**src/rtl/uart_tx_serializer.sv**
```systemverilog
// -----------------------------------------------------------------------------
// uart_tx_serializer
//
// UART transmit stage fed by the ADC control FSM. Single-cycle write strobes
// push data words into a small FIFO; a frame FSM pops them one at a time and
// shifts each out on `tx` as a start bit, NUM_DATA data bits (LSB first) and a
// stop bit. Each bit lasts DIV = CLK_FREQ / BAUDRATE clock cycles. When the
// FIFO still holds data at the end of a stop bit, the next start bit follows
// on the very next cycle, so queued words go out as contiguous frames.
//
// Parameters
//   CLK_FREQ   clock frequency in Hz
//   BAUDRATE   line rate in bit/s; DIV = CLK_FREQ / BAUDRATE must be >= 2
//   NUM_DATA   data bits per frame
//   FIFO_AW    FIFO address width; depth is 2**FIFO_AW
//
// Ports
//   clk         in   system clock
//   nrst        in   asynchronous active-low reset
//   pll_locked  in   low clears FIFO, FSM, busy and overflow at the next edge
//   wdata       in   word to transmit, sampled while wreq is high
//   wreq        in   write strobe, one word per high cycle
//   rdy         out  pll_locked and FIFO not full (combinational)
//   tx          out  serial line, registered, idles high
//   busy        out  registered: FSM was active or FIFO held data last cycle
//   overflow    out  sticky: a write arrived while the FIFO was full
//   fifo_level  out  number of stored words, 0 .. 2**FIFO_AW
// -----------------------------------------------------------------------------
module uart_tx_serializer #(
  parameter int CLK_FREQ = 50_000_000,
  parameter int BAUDRATE = 256000,
  parameter int NUM_DATA = 8,
  parameter int FIFO_AW  = 4
) (
  input  logic                clk,
  input  logic                nrst,
  input  logic                pll_locked,
  input  logic [NUM_DATA-1:0] wdata,
  input  logic                wreq,
  output logic                rdy,
  output logic                tx,
  output logic                busy,
  output logic                overflow,
  output logic [FIFO_AW:0]    fifo_level
);

  // ---------------------------------------------------------------------------
  // Derived constants
  // ---------------------------------------------------------------------------
  localparam int DIV   = CLK_FREQ / BAUDRATE;
  localparam int DEPTH = 1 << FIFO_AW;
  // DIV >= 2 keeps the baud counter at least one bit wide.
  localparam int CNT_W = $clog2(DIV);
  localparam int BIT_W = (NUM_DATA > 1) ? $clog2(NUM_DATA) : 1;

  localparam logic [CNT_W-1:0] CNT_LAST   = CNT_W'(DIV - 1);
  localparam logic [BIT_W-1:0] BIT_LAST   = BIT_W'(NUM_DATA - 1);
  localparam logic [FIFO_AW:0] LEVEL_FULL = (FIFO_AW + 1)'(DEPTH);

  typedef enum logic [1:0] {
    S_IDLE,
    S_START,
    S_DATA,
    S_STOP
  } state_e;

  // ---------------------------------------------------------------------------
  // Declarations
  // ---------------------------------------------------------------------------
  // FIFO
  logic [NUM_DATA-1:0] mem [DEPTH];
  logic [FIFO_AW-1:0]  wr_ptr_q, wr_ptr_d;
  logic [FIFO_AW-1:0]  rd_ptr_q, rd_ptr_d;
  logic [FIFO_AW:0]    level_q, level_d;
  logic                overflow_q;
  logic                busy_q;
  logic                fifo_empty;
  logic                fifo_full;
  logic                push;
  logic                pop;
  logic [NUM_DATA-1:0] rd_word;

  // Frame FSM
  state_e              state_q;
  logic [CNT_W-1:0]    baud_cnt_q;
  logic [BIT_W-1:0]    bit_idx_q;
  logic [NUM_DATA-1:0] shift_q;
  logic [NUM_DATA-1:0] shift_nxt;
  logic                tx_q;
  logic                baud_last;
  logic                bit_last;

  // ---------------------------------------------------------------------------
  // FIFO control
  // ---------------------------------------------------------------------------
  assign fifo_empty = (level_q == '0);
  assign fifo_full  = (level_q == LEVEL_FULL);

  // A write into a full FIFO is dropped even when a pop happens in the same
  // cycle: fullness is judged on the registered level, with no push-through.
  assign push = wreq && pll_locked && !fifo_full;

  // The FSM takes a word when idle, or on the final cycle of a stop bit so
  // the next start bit follows without an idle gap.
  assign pop = pll_locked && !fifo_empty &&
               ((state_q == S_IDLE) || ((state_q == S_STOP) && baud_last));

  assign rd_word = mem[rd_ptr_q];

  always_comb begin
    // NOTE: every always_comb output gets a default first, so no path leaves
    // it unassigned and no latch is inferred.
    wr_ptr_d = wr_ptr_q;
    rd_ptr_d = rd_ptr_q;
    level_d  = level_q;

    // Pointers wrap naturally modulo the depth.
    if (push) wr_ptr_d = wr_ptr_q + 1'b1;
    if (pop)  rd_ptr_d = rd_ptr_q + 1'b1;

    case ({push, pop})
      2'b10:   level_d = level_q + 1'b1;
      2'b01:   level_d = level_q - 1'b1;
      default: level_d = level_q;
    endcase
  end

  // NOTE: the storage array has no reset; the pointers and level decide which
  // entries are valid, and a resetless array can map onto RAM.
  always_ff @(posedge clk) begin
    if (push) mem[wr_ptr_q] <= wdata;
  end

  // NOTE: nrst is the only asynchronous term; pll_locked is a synchronous
  // clear and therefore lives inside the clocked branch.
  always_ff @(posedge clk or negedge nrst) begin
    if (!nrst) begin
      wr_ptr_q   <= '0;
      rd_ptr_q   <= '0;
      level_q    <= '0;
      overflow_q <= 1'b0;
      busy_q     <= 1'b0;
    end else if (!pll_locked) begin
      wr_ptr_q   <= '0;
      rd_ptr_q   <= '0;
      level_q    <= '0;
      overflow_q <= 1'b0;
      busy_q     <= 1'b0;
    end else begin
      // NOTE: clocked state uses non-blocking assignments only, so every
      // register here samples values from before the edge.
      wr_ptr_q <= wr_ptr_d;
      rd_ptr_q <= rd_ptr_d;
      level_q  <= level_d;
      if (wreq && fifo_full) overflow_q <= 1'b1;
      // busy reflects the previous cycle's FSM state and level.
      busy_q   <= (state_q != S_IDLE) || !fifo_empty;
    end
  end

  // ---------------------------------------------------------------------------
  // Frame FSM
  // ---------------------------------------------------------------------------
  assign baud_last = (baud_cnt_q == CNT_LAST);
  assign bit_last  = (bit_idx_q == BIT_LAST);
  assign shift_nxt = shift_q >> 1;

  always_ff @(posedge clk or negedge nrst) begin
    if (!nrst) begin
      state_q    <= S_IDLE;
      baud_cnt_q <= '0;
      bit_idx_q  <= '0;
      shift_q    <= '0;
      tx_q       <= 1'b1;
    end else if (!pll_locked) begin
      // Losing lock aborts any frame in flight; the line returns high.
      state_q    <= S_IDLE;
      baud_cnt_q <= '0;
      bit_idx_q  <= '0;
      shift_q    <= '0;
      tx_q       <= 1'b1;
    end else begin
      case (state_q)
        S_IDLE: begin
          tx_q <= 1'b1;
          if (pop) begin
            shift_q    <= rd_word;
            baud_cnt_q <= '0;
            tx_q       <= 1'b0;
            state_q    <= S_START;
          end
        end

        S_START: begin
          if (baud_last) begin
            baud_cnt_q <= '0;
            bit_idx_q  <= '0;
            tx_q       <= shift_q[0];
            state_q    <= S_DATA;
          end else begin
            baud_cnt_q <= baud_cnt_q + 1'b1;
          end
        end

        S_DATA: begin
          if (baud_last) begin
            baud_cnt_q <= '0;
            if (bit_last) begin
              tx_q    <= 1'b1;
              state_q <= S_STOP;
            end else begin
              // tx is registered, so it is loaded with the bit that becomes
              // shift_q[0] after this edge.
              bit_idx_q <= bit_idx_q + 1'b1;
              shift_q   <= shift_nxt;
              tx_q      <= shift_nxt[0];
            end
          end else begin
            baud_cnt_q <= baud_cnt_q + 1'b1;
          end
        end

        S_STOP: begin
          if (baud_last) begin
            baud_cnt_q <= '0;
            if (pop) begin
              shift_q <= rd_word;
              tx_q    <= 1'b0;
              state_q <= S_START;
            end else begin
              tx_q    <= 1'b1;
              state_q <= S_IDLE;
            end
          end else begin
            baud_cnt_q <= baud_cnt_q + 1'b1;
          end
        end

        default: begin
          baud_cnt_q <= '0;
          tx_q       <= 1'b1;
          state_q    <= S_IDLE;
        end
      endcase
    end
  end

  // ---------------------------------------------------------------------------
  // Outputs
  // ---------------------------------------------------------------------------
  assign rdy        = pll_locked && !fifo_full;
  assign tx         = tx_q;
  assign busy       = busy_q;
  assign overflow   = overflow_q;
  assign fifo_level = level_q;

  // ---------------------------------------------------------------------------
  // Structural invariants
  // ---------------------------------------------------------------------------
  a_level_bound: assert property (@(posedge clk) disable iff (!nrst)
    level_q <= LEVEL_FULL);

  a_idle_stop_high: assert property (@(posedge clk) disable iff (!nrst)
    ((state_q == S_IDLE) || (state_q == S_STOP)) |-> tx_q);

  a_start_low: assert property (@(posedge clk) disable iff (!nrst)
    (state_q == S_START) |-> !tx_q);

endmodule

```
**config.mk**
```make
export PLATFORM = sky130hd
export DESIGN_NAME = uart_tx_serializer
export DESIGN_NICKNAME = d
export VERILOG_FILES = /design/src/rtl/uart_tx_serializer.sv
export SDC_FILE = /design/constraint.sdc
export NUM_CORES = 1
export LEC_CHECK = 0
export BUFFER_PORTS_ARGS = -buffer_cell sky130_fd_sc_hd__buf_2
export CAP_MARGIN = 30
export CORE_MARGIN = 5
export CORE_UTILIZATION = 64
export CTS_BUF_LIST = sky130_fd_sc_hd__clkbuf_2
export DETAILED_ROUTE_END_ITERATION = 16
export GPL_TIMING_DRIVEN = 0
export MAX_ROUTING_LAYER = met4
export PLACE_DENSITY_LB_ADDON = 0.12
export SYNTH_ARGS = -nofsm -noshare
export SYNTH_HDL_FRONTEND = slang
export SYNTH_SLANG_ARGS = --single-unit
```
**constraint.sdc**
```tcl
create_clock -name clk -period 3.7 [get_ports clk]
set_input_delay 0.37 -clock clk [delete_from_list [all_inputs] [get_ports clk]]
set_output_delay 0.37 -clock clk [all_outputs]
set_load 0.1 [all_outputs]
```
Yosys cells after proc, flatten, opt, wreduce, memory -nomap -nowiden

Memory sizes are Yosys's and may differ from the RTL's.
Index checks and enable logic that the tools add are counted.

Add/subtract/negate cells: 6
Eq/ne operators: 20
Mux-type cells: 41
Reductions and logical operators: 19

Operator list:

| operator                                                                 | count |
|---|---|
| 8-bit 2-to-1 mux                                                         | 8 |
| 8-bit one-hot mux with 3 select lines                                    | 1 |
| 3-bit inequality test (second input constant)                            | 6 |
| 4-bit 2-to-1 mux                                                         | 4 |
| 8-bit one-hot mux with 2 select lines                                    | 1 |
| 1-bit 2-to-1 mux                                                         | 12 |
| 2-bit 2-to-1 mux                                                         | 6 |
| 3-bit 2-to-1 mux                                                         | 4 |
| 5-bit one-hot mux with 2 select lines                                    | 1 |
| 4-bit by 1-bit adder with 4-bit output (second input constant)           | 2 |
| 8-bit by 1-bit adder with 8-bit output (second input constant)           | 1 |
| 8-bit == test (second input constant)                                    | 1 |
| 2-bit one-hot mux with 4 select lines                                    | 1 |
| 4-bit AND reduction                                                      | 2 |
| 1-bit logical AND                                                        | 7 |
| 2-bit == test (second input constant)                                    | 3 |
| 2-bit by 1-bit inequality test with 1-bit output (second input constant) | 3 |
| 3-bit by 1-bit inequality test with 1-bit output (second input constant) | 2 |
| 3-bit one-hot mux with 2 select lines                                    | 1 |
| 5-bit by 1-bit adder with 5-bit output (second input constant)           | 1 |
| 5-bit == test (second input constant)                                    | 1 |
| 5-bit zero test                                                          | 1 |
| 5-bit 2-to-1 mux                                                         | 1 |
| 5-bit AND reduction                                                      | 1 |
| other kinds (12)                                                         | 15 |

Flip-flop bits (word level): 37
Memory bits (writable): 128
Bits of input ports: 12
Logic and storage cells: 97
Memories kept: 1

Memories:

| name | words | width | read ports | clocked after Yosys merged registers in | wr ports | line | source |
|---|---|---|---|---|---|---|---|
| mem  | 16    | 8     | 1          | 0                                       | 1        | 71   | `logic [NUM_DATA-1:0] mem [DEPTH];` |

Longest topological paths before layout

Gate-level depths: netlist (run 1).

Depth in word-level cells: 8
Mapped depth: 12

Worst setup path before layout (run 1)

OpenSTA, ideal clock, no wires.

Path kind: reg2reg
Start: reg level_q[1], in the netlist fifo_level[1]
End: reg level_q[2], in the netlist fifo_level[2]
Arrival: 3.233 ns
Setup slack: 0.400 ns
Stages on the path, launching flop included: 12
Path buffers: 2
Cells stage by stage: dfrtp_1 > buf_6 > nor4_4 > a21boi_0 > or3_1 > clkbuf_2 > xnor2_1 > ha_1 > or2_2 > or3_1 > o211ai_1 > a32o_1

Word-level cells in the longest chain between the ends: 7
Elaborated cells between the ends (all ways): 14

Ends and longest elaborated chain:

| item                                                                             | line | source |
|---|---|---|
| start: declaration                                                               | 74   | `logic [FIFO_AW:0] level_q, level_d;` |
| start signal: assignment                                                         | 154  | `level_q <= level_d;` |
| 5-bit zero test                                                                  | 96   | `assign fifo_empty = (level_q == '0);` |
| 1-bit zero test                                                                  | 105  | `assign pop = pll_locked && !fifo_empty &&` |
| 1-bit logical AND (2 in a row)                                                   | 105  |  |
| 2-bit by 1-bit == test with 1-bit output / 2-bit == test (equally long branches) | 121  | `case ({push, pop})` |
| 5-bit one-hot mux with 2 select lines                                            | 121  |  |
| 5-bit 2-to-1 mux                                                                 | 143  | `end else if (!pll_locked) begin` |

Several ways; a longest one is shown, not always the timed one.
A chain may end at the register's enable or synchronous reset.

Worst setup path after layout (run 1)

Start: reg baud_cnt_q[0]
End: reg level_q[2], in the netlist fifo_level[2]

Word-level cells in the longest chain between the ends: 7
Elaborated cells between the ends (all ways): 9

Ends and longest elaborated chain:

| item                                                                             | line | source |
|---|---|---|
| start: declaration                                                               | 85   | `logic [CNT_W-1:0] baud_cnt_q;` |
| start signal: assignment                                                         | 201  | `baud_cnt_q <= baud_cnt_q + 1'b1;` |
| start signal: assignment                                                         | 219  | `baud_cnt_q <= baud_cnt_q + 1'b1;` |
| start signal: assignment                                                         | 235  | `baud_cnt_q <= baud_cnt_q + 1'b1;` |
| 8-bit == test (*)                                                                | 164  | `assign baud_last = (baud_cnt_q == CNT_LAST);` |
| 1-bit logical AND (*)                                                            | 106  | `((state_q == S_IDLE) \|\| ((state_q == S_STOP) && baud_last));` |
| 1-bit logical OR (*)                                                             | 106  |  |
| 1-bit logical AND (*)                                                            | 105  |  |
| 2-bit by 1-bit == test with 1-bit output / 2-bit == test (equally long branches) | 121  |  |
| 5-bit one-hot mux with 2 select lines                                            | 121  |  |
| 5-bit 2-to-1 mux                                                                 | 143  |  |

Every way passes the cells marked *; elsewhere a longest branch is shown, timed or not.

==> results of run 1 <==
## sequential cells by signal, summed over array words and instances (netlist names)
register / count
baud_cnt_q: 8
bit_idx_q: 3
busy: 1
fifo_level: 5
mem: 128
overflow: 1
rd_ptr_q: 4
shift_q: 8
state_q: 2
tx: 1
wr_ptr_q: 4
## layer usage
layer,GRT usage (%),vias up
met5,-,-
met2,35.3,109
li1,-,1900
met3,4.56,13
met4,6.73,0
met1,34.5,2156
## synth_stat cells (all sizes together) (2+ instances only)
| cell | instances |
|---|---|
| xor2 | 5 |
| a22oi | 4 |
| a211oi | 8 |
| edfxtp | 128 |
| and2 | 13 |
| a211o | 2 |
| o2bb2ai | 7 |
| nand4 | 7 |
| ha | 16 |
| o22ai | 8 |
| nor3 | 8 |
| o21ai | 14 |
| a21boi | 2 |
| buf | 9 |
| a21oi | 19 |
| inv | 11 |
| and4 | 5 |
| nor3b | 3 |
| xnor2 | 5 |
| mux2i | 10 |
| or2 | 3 |
| and3 | 3 |
| dfrtp | 36 |
| nor2 | 20 |
| mux4 | 33 |
| clkbuf | 18 |
| nand2 | 20 |
| o31ai | 2 |
| nand3 | 3 |
| o211ai | 4 |
| or3 | 4 |
| a31oi | 4 |
| nand2b | 3 |
| o2111ai | 2 |
## metrics by stage
stage | instance area, um^2 | std cells | power [W]
floorplan | 7230 | 455 | 0.00337
global placement | 7500 | 614 | 0.00369
detailed placement | 7500 | 614 | 0.00374
CTS | 7850 | 656 | 0.00465
global route | 7850 | 656 | 0.00488
finish | 7850 | 656 | 0.00464
## cells in the final DEF, fill, tap and decap left out, drive strengths merged, types with 3 or more instances in the layout
cell and instances:
or3 4, nand2b 3, ha 16, o2bb2ai 7, xnor2 5, and3 3, nand4 7, nand3 3
nor2 20, a211oi 8, and2 13, or2 3, buf 28, dfrtp 36, a21oi 19, xor2 5
o211ai 4, clkinv 6, mux4 33, dlygate4sd3 10, mux2i 10, clkbuf 35, o22ai 8, a31oi 4
edfxtp 128, nand2 20, inv 18, nor3b 3, o21ai 14, a22oi 4, and4 5, nor3 8
## area by class of cell
type / count / area [um^2] / area share [%]
plain buffers: 27 / 126 / 1.61
inverters: 11 / 41.3 / 0.526
multi-input cells: 252 / 2290 / 29.2
repair buffers: 29 / 195 / 2.49
flip-flops and latches: 165 / 4770 / 60.8
clock inverters: 15 / 160 / 2.04
clock buffers: 17 / 85.1 / 1.08
well taps: 140 / 175 / 2.23
## kinds of logic (layout without fill, tap and decap cells)
family	after synthesis	after routing	synth area share (%)
xor+xnor	10	10	1.21
simple gates	98	98	7.84
flops	165	165	66.0
fa+ha+maj	16	16	2.77
compound gates	84	84	8.04
mux	44	44	11.9
buf+inv	38	99	2.32
## worst min-delay path by stage
stage | endpoint | slack, ns
detailed placement | shift_q[5] | 0.48
global placement | shift_q[2] | 0.47
CTS | fifo_level[4] | 0.03
finish | fifo_level[4] | 0.1
global route | fifo_level[4] | 0.05
floorplan | baud_cnt_q[0] | 0.07
## report_power, final
group	switching, W	internal [W]	total (W)	leakage, nW
Clock	0.000707	0.000221	0.000928	0.143
Combinational	0.000958	0.000577	0.00153	0.931
Sequential	0.0000747	0.00210	0.00218	1.65
Total	0.00174	0.00290	0.00464	2.73
## timing repair
action                                 CTS  global route
endpoints found under the hold margin  165             0
gates resized for setup                  0             0
hold buffers                            10             0
## worst max-delay path, stage by stage (launching register included)
cell	delay (ns)
dfrtp_1	0.48
inv_1	0.07
ha_1	0.13
nor3b_2	0.46
a31oi_1	0.21
or3_1	0.37
clkbuf_2	0.19
xnor2_1	0.15
ha_1	0.23
or2_2	0.30
or3_1	0.32
o211ai_1	0.19
a32o_1	0.15
==> run metrics, run 1 <==
status=finished, final reports clean; Setup violations, final=0; clock buffer depth=2; Hold Path Origin=pll_locked; count of cell types in the netlist=57; Synth Instances=455; PwrDens=between 500 and 600 nW/um^2; DP Worst Slack=0.552 ns; first-pass GRT wire length=22.8 mm; DRT Wirelength=14.1 mm; vias post-DR=4,178; P&R area growth vs syn=8.51%; Synth area leaders=edfxtp_1, dfrtp_1, mux4_2; core footprint=between 10,000 and 15,000 um^2; Hold Crit Class=in2reg; PnR worst setup slack=0.400 ns; root buf cell=clkbuf_2; Worst slew margin=44.1%; RSZ-0062 raised after global routing=no; post-CTS setup buffers=0; Syn Area/Cell=15.9 um^2; Vias per Instance=about 6.4; Layout fillers=720; H-tree depth=4; Worst-Margin Slew=0.839 ns; GRT overflow=0; VDD IR-drop max=~0.00042 V; synth warn=0; Detail Route Antenna Nets=0; Mapped Area=between 7000 and 8000 um^2; total track usage=23.8%; critical path startpoint category=flop; port bufs=19; post-synthesis register bit count=165; fin util=71.8%; async set or reset register ratio after synthesis=~22%; CTS tree=yes; Fin Hold WS=between 0.09 and 0.1 ns; Main synth FF type=edfxtp_1; worst skew pair latency=0.74 ns; crit share post-route=89.2%; largest net degree at the start of global routing=38; Worst Setup EP=fifo_level[2]; Detailed Routing Iterations Pass 1=5; DRC=0; share of post-route cells with drive strength above 1=between 20% and 30%; final hold violations=0; flop-to-flop setup slack=roughly 0.40 ns; max-slew violation count=0; max-cap viol count=0; IO Count=21; CP Capture Type=flop; Final Wtd Congestion=~0.9; Routed WL per cell=~22 um; post-route minimum period=3.30 ns; R2R Path End=fifo_level[2]; # rows=38; Initial Utilization=66.1%; Sink Count=165; Setup crit start=baud_cnt_q[0]; cell depth of the worst flop-to-flop path=12; Worst Setup Path Type=reg2reg; Mapped Nets=483; Die Area=13,500 um^2; routed wl met3=682 um; initial antenna violation count=0; biggest area consumer among synthesized cells=edfxtp_1; detailed placement HPWL=just under 10 mm; worst endpoint required time=between 4 and 5 ns; P_leak=2.73 nW; sequential area share after synthesis=66.0%; wl on met1=~6.5 mm; vias in the first global route=4,129; uppermost layer routed=met4; 1st-iter DRT viols=approximately 380; FF-to-FF Start=baud_cnt_q[0]; worst hold stages=3; highest clock rate=just over 300 MHz; clock skew after layout=0.0455 ns; CTS Buf Count=17; die height=116 um; Post-Route Setup TNS=0 ns; nets=531; Die Wd=116 um; Antenna Diode Count=0; Worst Path Max Fanout=7; Critical Path AT=3.99 ns; met2 routed WL=6.81 mm; Reg clk slew, reported paths=0.28 ns; area share of the largest cell type after synthesis=between 50 and 60%; EDFF count, synth=128
Note: power is estimated with default switching activity, not from simulation.
==> run 2, diff against run 1 <==
CORE_UTILIZATION = 60   (was 64)
MAX_ROUTING_LAYER = unset   (was met4)
SLEW_MARGIN = 20   (was unset)
==> run 2 against run 1 <==
- register-to-register slack improved by 0.11 ns
- largest cell class unchanged
- setup slack improved by 0.11 ns
- worst hold slack improved by 0.039 ns
- sequential cell count did not move
- power rose by 0.64%
- cell count rose by 0.91%
- largest power group unchanged
- clock skew fell by 0.027 ns
- combinational power barely moved
- via count fell by 0.19%
- wire length rose by 3.0%
==> run metrics, run 2 (same netlist as run 1, synthesis figures left out) <==
status=finished, final reports clean; H-tree depth=4; largest registers=mem: 128 flops, baud_cnt_q: 8 flops, shift_q: 8 flops; post-CTS setup buffers=0; Worst-Margin Slew=0.838 ns; cell depth of the worst flop-to-flop path=12; initial antenna violation count=0; Setup crit start=baud_cnt_q[0]; Worst Path Max Fanout=7; clock skew after layout=0.0188 ns; highest clock rate=314 MHz; critical path startpoint category=flop; root buf cell=clkbuf_2; DRT Wirelength=between 10 and 15 mm; Initial Utilization=60.7%; die height=around 120 um; Layout fillers=876; first-pass GRT wire length=between 20 and 25 mm; CP Capture Type=flop; Detailed Routing Iterations Pass 1=5; vias post-DR=4,170; total track usage=between 20% and 30%; Final Wtd Congestion=0.866; R2R Path End=fifo_level[2]; worst skew pair latency=0.72 ns; max-slew violation count=0; Post-Route Setup TNS=0 ns; P&R area growth vs syn=8.49%; largest net degree at the start of global routing=38; detailed placement HPWL=9.82 mm; RSZ-0062 raised after global routing=no; Vias per Instance=6.30; DP Worst Slack=0.572 ns; FF-to-FF Start=baud_cnt_q[0]; GRT overflow=0; crit share post-route=86.2%; Die Wd=120 um; Antenna Diode Count=0; Worst slew margin=44.1%; flop-to-flop setup slack=0.51 ns; Detail Route Antenna Nets=0; Critical Path AT=3.83 ns; worst endpoint required time=4.34 ns; nets=approximately 530; Sink Count=roughly 170; PwrDens=595 nW/um^2; final hold violations=0; max-cap viol count=0; commonest non-fill, non-tap cell in the layout=edfxtp_1; IO Count=21; max reg flops=128; Die Area=14,400 um^2; clock buffer depth=2; core footprint=11,900 um^2; port bufs=19; DRC=0; Worst Setup Path Type=reg2reg; Reg clk slew, reported paths=around 0.21 ns; VDD IR-drop max=0.000303 V; # rows=40; most frequent cells in the layout=edfxtp_1, dfrtp_1, mux4_2, buf_2, clkbuf_2; CTS tree=yes; Worst Setup EP=fifo_level[2]; largest register by flop count=mem; 1st-iter DRT viols=396; P_leak=~2.7 nW; post-route minimum period=approximately 3.2 ns; Hold Crit Class=in2reg; Routed WL per cell=22.0 um; CTS Buf Count=17; PnR worst setup slack=approximately 0.51 ns; Setup violations, final=0; share of post-route cells with drive strength above 1=20.0%; vias in the first global route=4,184; CTS resizes=0
==> run 2: layout make-up <==
| cell class | count | area, um^2 | area share (%) |
|---|---|---|---|
| timing repair buffer | 29 | 195 | 2.49 |
| clock buffer | 20 | 100 | 1.28 |
| clock inverter | 11 | 135 | 1.72 |
| sequential | 165 | 4770 | 60.8 |
| buffer | 27 | 126 | 1.61 |
| tap | 147 | 184 | 2.34 |
| inverter | 11 | 41.3 | 0.526 |
| multi-input combinational | 252 | 2290 | 29.2 |
==> run 2: metal layers <==
layer  global-route usage, %  wire length, um  up-vias
li1                        -                -     1886
met2                    35.1             7360      129
met4                    9.16              355        0
met5                       0                0        -
met1                    28.9             6170     2123
met3                    4.62              697       32
==> run 2: how the worst min path moves through the flow <==
stage	start	end	depth (start not counted)	slack (ns)
global placement	overflow	overflow	2	0.47
detailed placement	shift_q[0]	shift_q[0]	1	0.48
floorplan	nrst	baud_cnt_q[0]	0	0.07
global route	pll_locked	fifo_level[4]	3	0.08
CTS	pll_locked	fifo_level[4]	3	0.06
finish	pll_locked	fifo_level[4]	3	0.14
==> run 2: what timing repair did <==
action	in CTS	in global routing
endpoints found under the setup margin	0	0
hold buffers	10	0
hold endpoints to repair	165	0
==> run 2: worst max-delay path: stages (launching register included) <==
cell      delay, ns
dfrtp_1        0.46
inv_1          0.07
ha_1           0.13
nor3b_2        0.44
a31oi_1        0.19
or3_1          0.37
clkbuf_2       0.17
xnor2_1        0.15
ha_1           0.24
or2_2          0.30
o31ai_1        0.24
o211ai_1       0.13
a32o_1         0.22
==> run 2: metrics by stage <==
stage | area [um^2] | utilization [%] | power (W) | hold slack, ns | cells
final | 7850 | 65.9 | 0.00467 | 0.137 | 662
after CTS | 7850 | 65.9 | 0.00469 | 0.0619 | 662
after global placement | 7510 | 63.1 | 0.00370 | 0.475 | 621
after global routing | 7850 | 65.9 | 0.00491 | 0.0831 | 662
after floorplan | 7230 | - | 0.00337 | 0.0744 | 455
after detailed placement | 7510 | 63.1 | 0.00374 | 0.479 | 621
==> run 2: where the power goes <==
group | leakage [nW] | switching (W) | internal, W
clock | 0.141 | 0.000598 | 0.000372
combinational | 0.931 | 0.000947 | 0.000576
sequential | 1.65 | 0.0000743 | 0.00210
total | 2.73 | 0.00162 | 0.00305
==> run 3, diff against run 2 <==
CORE_UTILIZATION = 25   (was 60)
MAX_ROUTING_LAYER = met4   (was unset)
==> run 3 against run 2 <==
- non-clock buffer count rose by 2
- sequential power barely moved
- setup slack worse by 0.051 ns
- cell count increased by 36%
- register-to-register slack worse by 0.05 ns
- wire length increased by 22%
- first-iteration DRC count decreased by 17%
- clock-buffer cell count fell by 3
- cell area increased by 4.6%
- die area grew 130%
- power rose by 2.8%
- sequential cell count did not move
- largest power group unchanged
==> run metrics, run 3 (same netlist as run 1, synthesis figures left out) <==
Placed Area=7810 um^2; total track usage=11.4%; Routed WL per cell=19.7 um; Worst slew margin=48.0%; core footprint=28,600 um^2; Vias per Instance=4.56; Final Wtd Congestion=0.769; RSZ-0062 raised after global routing=no; root buf cell=clkbuf_2; Worst-Margin Slew=0.780 ns; Sink Count=165; # rows=between 60 and 70; Detail Route Antenna Nets=0; 1st-iter DRT viols=roughly 330; post-route minimum period=3.24 ns; CTS resizes=0; DRC=0; Worst Setup Path Type=reg2reg; Critical Path AT=3.90 ns; Worst Path Max Fanout=7; largest net degree at the start of global routing=38; first-pass GRT wire length=27.0 mm; crit share post-route=87.5%; initial antenna violation count=1; Finished Cell Area=8210 um^2; max-slew violation count=0; Initial Utilization=25.3%; die height=180 um; clock buffer depth=2; detailed placement HPWL=11.8 mm; Reg clk slew, reported paths=0.29 ns; port bufs=19; clock skew after layout=0.0721 ns; highest clock rate=309 MHz; P&R area growth vs syn=13.4%; status=finished, final reports clean; worst endpoint required time=between 4 and 5 ns; DP Worst Slack=0.565 ns; max-cap viol count=0; CTS Buf Count=17; GRT overflow=0; Die Wd=around 180 um; Layout fillers=2,857; Setup violations, final=0; commonest non-fill, non-tap cell in the layout=edfxtp_1; critical path startpoint category=flop; most frequent cells in the layout=edfxtp_1, dfrtp_1, mux4_2, buf_2; PnR worst setup slack=around 0.46 ns; Die Area=32,400 um^2; final hold violations=0; vias post-DR=just over 4,000; DRT Wirelength=17.8 mm; IO Count=21; Detailed Routing Iterations Pass 1=4; PwrDens=585 nW/um^2; CTS tree=yes; P_leak=2.75 nW; fin util=28.7%; VDD IR-drop max=0.000165 V; share of post-route cells with drive strength above 1=approximately a fifth; H-tree depth=4; max reg flops=approximately 130; worst skew pair latency=around 0.76 ns; largest register by flop count=mem; CP Capture Type=flop; Hold Crit Class=in2reg; largest registers=mem: 128 flops, baud_cnt_q: 8 flops, shift_q: 8 flops; nets=533; vias in the first global route=4,190; Post-Route Setup TNS=0 ns
[run 3: cell count changes in the layout (fill, tap and decap cells not counted)]
cell / previous run / this run
clkbuf_2: 22 / 19
clkinv_4: 0 / 1
clkinv_8: 0 / 5
inv_6: 0 / 2
clkinvlp_4: 3 / 2
clkinv_2: 3 / 0
dlygate4sd3_1: 10 / 11
buf_12: 0 / 1
bufinv_16: 3 / 0
inv_8: 0 / 5
diode_2: 0 / 1
clkinv_1: 2 / 0
[run 3: layout make-up]
cell class	instances	area, um^2	share of cell area, %
inverters	11	41.3	0.503
flip-flops and latches	165	4770	58.1
well taps	384	480	5.86
diodes	1	2.50	0.0305
plain buffers	27	126	1.54
multi-input cells	252	2290	28.0
repair buffers	31	225	2.74
clock buffers	17	85.1	1.04
clock inverters	15	179	2.18
[run 3: final timing paths]
check                           cells past startpoint           from       endpoint  slack, ns
worst max-delay path                               12  baud_cnt_q[0]  fifo_level[2]       0.46
worst min-delay path                                3     pll_locked  fifo_level[4]       0.12
worst max register to register                     12  baud_cnt_q[0]  fifo_level[2]       0.46
worst min register to register                      1     shift_q[5]     shift_q[5]       0.53
max in group asynchronous                           4           nrst             tx       2.71
min in group asynchronous                           3           nrst  baud_cnt_q[4]       0.52
[run 3: metal layers]
| layer | GRT usage, % | vias to the layer above | routed length [um] |
|---|---|---|---|
| li1 | - | 1900 | - |
| met1 | 15.2 | 2126 | 8370 |
| met2 | 18.0 | 81 | 8590 |
| met3 | 2.64 | 9 | 600 |
| met4 | 2.87 | 0 | 221 |
| met5 | - | - | 0 |
[run 3: metrics by stage]
stage                     instances  total power (W)  hold slack (ns)
after floorplan                 455          0.00337           0.0744
after global routing            903          0.00508          0.00698
after CTS                       900          0.00487           0.0160
after detailed placement        858          0.00383            0.474
after global placement          858          0.00382            0.477
final                           903          0.00480            0.120
[run 3: worst max-delay path: stages, from the launching register on]
cell and delay [ns]:
dfrtp_1 0.49, inv_1 0.08, ha_1 0.14, nor3b_2 0.41, a31oi_1 0.19, or3_1 0.36
clkbuf_2 0.17, xnor2_1 0.15, ha_1 0.24, or2_2 0.30, or3_1 0.31, o211ai_1 0.19
a32o_1 0.15
[run 3: timing repair]
| item | CTS | global route |
|---|---|---|
| hold buffers | 10 | 1 |
| buffers inserted | 0 | 0 |
| endpoints found under the hold margin | 161 | 7 |
[run 3: where the power goes]
group	switching, W	total (W)	leakage, nW	internal [W]
Combinational	0.00102	0.00160	0.944	0.000582
Sequential	0.0000737	0.00218	1.65	0.00210
Clock	0.000788	0.00102	0.149	0.000234
